==> src/rtl/mcu_el2_pkg.sv <==
// Shared PMP types for the EL2 PMP blocks: config packet layout, addressing
// mode encodings and the access-type enum used by the sequential checker.
package mcu_el2_pkg;

  typedef enum logic [1:0] {
    READ  = 2'b00,
    WRITE = 2'b01,
    EXEC  = 2'b10
  } mcu_el2_pmp_type_t;

  localparam logic [1:0] PMP_MODE_OFF   = 2'b00;
  localparam logic [1:0] PMP_MODE_TOR   = 2'b01;
  localparam logic [1:0] PMP_MODE_NA4   = 2'b10;
  localparam logic [1:0] PMP_MODE_NAPOT = 2'b11;

  typedef struct packed {
    logic       lock;
    logic [1:0] mode;
    logic       execute;
    logic       write;
    logic       read;
  } mcu_el2_pmp_cfg_pkt_t;

endpackage

==> src/rtl/mcu_el2_pmp_entry_match.sv <==
// Combinational match/permission evaluation of a single PMP entry against a
// captured word address, access type and privilege level.
module mcu_el2_pmp_entry_match
  import mcu_el2_pkg::*;
(
  input  mcu_el2_pmp_cfg_pkt_t cfg,
  input  logic [31:0]          addr,
  input  logic [31:0]          lo_addr,
  input  logic [31:0]          wa,
  input  logic [1:0]           req_type,
  input  logic                 req_priv,
  output logic                 match,
  output logic                 allow
);

  logic [31:0] napot_mask;
  logic        perm_bit;

  // Trailing ones of the NAPOT address (plus the first zero) mark the don't-care bits.
  assign napot_mask = addr ^ (addr + 32'd1);

  // NOTE: every output of a combinational block gets a default first, so no
  // path through the case leaves it unassigned and a latch is never inferred.
  always_comb begin
    match = 1'b0;
    case (cfg.mode)
      PMP_MODE_TOR:   match = (wa >= lo_addr) && (wa < addr);
      PMP_MODE_NA4:   match = (wa == addr);
      PMP_MODE_NAPOT: match = ((wa & ~napot_mask) == (addr & ~napot_mask));
      default:        match = 1'b0;
    endcase
  end

  always_comb begin
    perm_bit = 1'b0;
    case (mcu_el2_pmp_type_t'(req_type))
      READ:    perm_bit = cfg.read;
      WRITE:   perm_bit = cfg.write;
      EXEC:    perm_bit = cfg.execute;
      default: perm_bit = 1'b0;
    endcase
  end

  // The reserved access type is refused even for unlocked M-mode.
  assign allow = (req_type != 2'b11) && ((req_priv && !cfg.lock) || perm_bit);

endmodule

==> config.mk <==
export PLATFORM = sky130hd
export DESIGN_NAME = mcu_el2_pmp_entry_match
export DESIGN_NICKNAME = d
export VERILOG_FILES = /design/src/rtl/mcu_el2_pkg.sv /design/src/rtl/mcu_el2_pmp_entry_match.sv
export SDC_FILE = /design/constraint.sdc
export NUM_CORES = 1
export LEC_CHECK = 0
export ABC_AREA = 1
export ABC_CLOCK_PERIOD_IN_PS = 8010
export CAP_MARGIN = 20
export CORE_MARGIN = 4
export CORE_UTILIZATION = 35
export DETAILED_ROUTE_END_ITERATION = 10
export REMOVE_ABC_BUFFERS = 1
export SLEW_MARGIN = 0
export SYNTH_ARGS = -nofsm -noshare
export SYNTH_HDL_FRONTEND = slang
export SYNTH_SLANG_ARGS = --single-unit
==> constraint.sdc <==
create_clock -name vclk -period 8.01
set_clock_uncertainty 0.2 [all_clocks]
set_input_delay 1.2015 -clock vclk [all_inputs]
set_output_delay 1.2015 -clock vclk [all_outputs]
set_load 0.03 [all_outputs]
Yosys cells after proc, flatten, opt, wreduce, memory -nomap -nowiden

Cells that the tools add are included.

$lt $le $gt $ge: 2
Multiplexer cells: 2
Reduce and logical (&&, ||, !) cells: 6
$add $sub $neg: 1
Equal/unequal tests: 8
Bitwise operators: 4

Operator list:

| kind                  | number |
|---|---|
| $and 32x32->32        | 2 |
| $eq 32x32->1          | 2 |
| $add 32x1->32 const B | 1 |
| $ge 32x32->1          | 1 |
| $lt 32x32->1          | 1 |
| $not 32->32           | 1 |
| $xor 32x32->32        | 1 |
| $eq 2x2->1 const B    | 3 |
| $pmux 1 s3            | 2 |
| $eq 2x1->1 const B    | 2 |
| $logic_and 1x1->1     | 3 |
| $logic_not 2->1       | 1 |
| $ne 2x2->1 const B    | 1 |
| $logic_not 1->1       | 1 |
| $logic_or 1x1->1      | 1 |

Input port bits: 105
Output and inout port bits: 2
Register bits: 0
Logic and storage cells: 23

Logic depth before layout (Yosys ltp)

Depth in word-level cells: 6
Depth in mapped cells: 20
Depth with buffers taken out: 20

Worst setup path after synthesis

OpenSTA, ideal clock, no wires.

Path type: input -> output
From: input addr[0]
To: output match
Path slack: 3.167 ns
Stages: 19
Arrival time: 3.441 ns
Required time: 6.608 ns
Buffers on the path: 0
Cells stage by stage: ha_1 inv_1 nor3_4 nand4_2 nor2_2 nand4_2 nor2_4 nand4_1 ha_1 or2_2 nand3_1 nand2_1 nand2_1 nand2_1 nor2_1 nand2_1 nor2_1 nand3_1 nand3_1

Cells in the longest elaborated chain, start to end: 6
Elaborated cells between the ends (all ways): 10
Those cells by class: add/sub (1); order compare (1); eq/ne (2); mux (1); bitwise (4); reduce/logical (1)

RTL lines:

| element            | line                          | text |
|---|---|---|
| start: declaration | mcu_el2_pmp_entry_match.sv:7  | `input logic [31:0] addr,` |
| $add 32x1->32      | mcu_el2_pmp_entry_match.sv:20 | `assign napot_mask = addr ^ (addr + 32'd1);` |
| $xor 32x32->32     | mcu_el2_pmp_entry_match.sv:20 |  |
| $not 32->32        | mcu_el2_pmp_entry_match.sv:29 | `PMP_MODE_NAPOT: match = ((wa & ~napot_mask) == (addr & ~napot_mask));` |
| $and 32x32->32     | mcu_el2_pmp_entry_match.sv:29 |  |
| $eq 32x32->1       | mcu_el2_pmp_entry_match.sv:29 |  |
| $pmux 1 s3 (*)     | mcu_el2_pmp_entry_match.sv:26 | `case (cfg.mode)` |
| end: declaration   | mcu_el2_pmp_entry_match.sv:12 | `output logic match,` |

Mark *: on every way between the ends. The rest lies on a longest branch, timed or not.

Final worst setup path

From: input addr[1]
To: output match

The elaborated chain is that of the path after synthesis.

==> qor.txt <==
Seq cells = 0
setup TNS = 0 ns
Die ar. = 0.0125 mm2
max-slew violations = 0
die height = 112 um
delay-heaviest family, CP = simple AND/OR/NAND/NOR gates
worst-margin pin slew = 0.806 ns
top cells by area, synth = ha_1 32%, nand2_1 23%, inv_1 16%, nand4_1 6.9%, nand3_1 6.0%
first drt pass iteration count = 4
vias in the first global route = 4053
routed length per placed instance = 11.4 um
Hold Path Class = input pin to primary output
Non-Filler Instances = 921
Critical Path Max Stage Delay = 0.68 ns
Vias/cell = 4.77
initial antenna violation count = 0
cts repair resizes = 0
Cell Chain, Critical Path = clkdlybuf4s50_1 -> ha_1 -> inv_1 -> nor3_4 -> nand4_2 -> nor2_2 -> nand4_2 -> nor2_4 -> nand4_1 -> ha_1 -> or2_2 -> nand3_1 -> nand2_1 -> nand2_1 -> nand2_1 -> nor2_1 -> nand2_1 -> nor2_1 -> nand3_1 -> nand3_1 -> clkdlybuf4s50_1
cell leakage power = 2.92 nW
Startpoint Class = input pin
Worst Path Arrival = 4.83 ns
ANT nets after route = 0
total grt overflow = 0
layout cells sized above 1 = 0.0242
area leader, netlist = ha_1
Slew headroom = 0.458
P per Cell Area = 45.0 mW/mm2
Peak VDD IR = 0.0180 mV
largest net degree at the start of global routing = 8
RSZ-0062 raised after global routing = false
crit path time final = 6.23 ns
antenna diode count = 0
core box area = 0.0104 mm2
Max Cap Violations = 0
sequential cell area = 0 um2
DP Cell Count = 921
first-pass GRT wire length = 17800 um
Final Hold Vio Count = 0
Tot GR Track Use = 0.162
PortBufs = 107
Iteration-0 DRC Markers = 141
Crit Path Category = input pin to primary output
sequential element share of the synthesized area = 0
GPL Wtd Cong = 0.869
status = finished, final reports clean
Clock buffer cells = 0
Critical-path top delay cell = clkdlybuf4s50_1
WHS Endpoint = allow
synthesized instance count = 678
Initial Utilization = 0.363
Area Overhead vs Synth = 32.8%
Yosys cell types = 27
Residual DRC = 0
Final #Nets = 988
post-layout util = 0.482
CP Capture Type = primary output
post-DP HPWL = 9700 um
Max Clk Rate = 0.161 GHz
hold_sp = req_priv
setup bufs post-CTS = 0
worst hold margin = 3.32 ns
hold depth = 4
final setup fails = 0
Buf+Inv Stages, Crit Path = 3
vias = 4392
critical path peak fanout = 6
YS warnings = 0
I/O pin cnt = 107
drt total wl = 10500 um
hold_buf cts = 0
CP required = 6.61 ns
most used cell, CP = nand2_1
die span in x = 112 um
top cell type's share of synthesized area = 0.318
period utilization = 0.777
Syn Area/Cell = 5.58 um2
FP Rows = 37
Netlist Area Pre-Place = 0.00378 mm2
[per-stage QoR]
| step | area, um2 | total power [W] | worst slack [ns] |
|---|---|---|---|
| global route | 5020 | 0.000262 | 1.40 |
| floorplan | 3780 | 0.000127 | 3.17 |
| global placement | 5020 | 0.000221 | 1.83 |
| CTS | 5020 | 0.000228 | 1.73 |
| finish | 5020 | 0.000226 | 1.78 |
| detailed placement | 5020 | 0.000227 | 1.73 |
[placed cells by master, fill, tap and decap left out, drive strengths merged, types with 3 or more instances in the layout]
master         synthesis  final
clkdlybuf4s50          0    107
inv                  165    165
o21ai                  4      4
a21o                   3      3
nand4                 45     45
nand3                 45     45
nor3                   7      7
ha                    96     96
nor4                   4      4
o21a                   5      5
nor2                  39     39
nand2                230    230
a21oi                 26     26
or2                    4      4
[logic make-up (layout without fill, tap and decap cells)]
kind of cell,Yosys count,count (layout),synth area share
simple gates,375,375,0.455
buf+inv,165,272,0.164
fa+ha+maj,96,96,0.318
xor+xnor,1,1,0.00232
compound gates,41,41,0.0619
[Yosys cell counts, drive strengths merged]
master and instances:
nand2 230, inv 165, ha 96, nand3 45
nand4 45, nor2 39, a21oi 26, nor3 7
o21a 5, nor4 4, o21ai 4, or2 4
a21o 3, a22oi 1, and3 1, o21bai 1
o221ai 1, xnor2 1
[layer usage]
layer / wire length [um] / GRT usage / part of all wire
met4: 36 / 0.00641 / 0.0034
met3: 399 / 0.00761 / 0.038
met5: 0 / 0 / 0
met1: 5190 / 0.223 / 0.49
met2: 4860 / 0.296 / 0.46
[where the power goes]
group          switching [W]  internal [W]
combinational       0.000118      0.000108
clock                      0             0
sequential                 0             0
total               0.000118      0.000108
[worst max path at each step]
stage / slack [ns] / start / end / depth (start not counted)
floorplan: 3.17 / addr[0] / match / 19
detailed placement: 1.73 / addr[1] / match / 21
global placement: 1.83 / addr[1] / match / 21
CTS: 1.73 / addr[1] / match / 21
global route: 1.40 / addr[1] / match / 21
finish: 1.78 / addr[1] / match / 21
[worst min-delay path, stage by stage]
cell,delay [ns]
clkdlybuf4s50_1,0.40
nand2_1,0.07
a22oi_1,0.06
clkdlybuf4s50_1,0.60
[area by class of cell]
class	instances	area [um2]
multi-input cells	513	3160
fillers	1083	5390
well taps	136	170
repair buffers	107	1070
inverters	165	619
No activity file was read; power rests on OpenSTA's default activity.
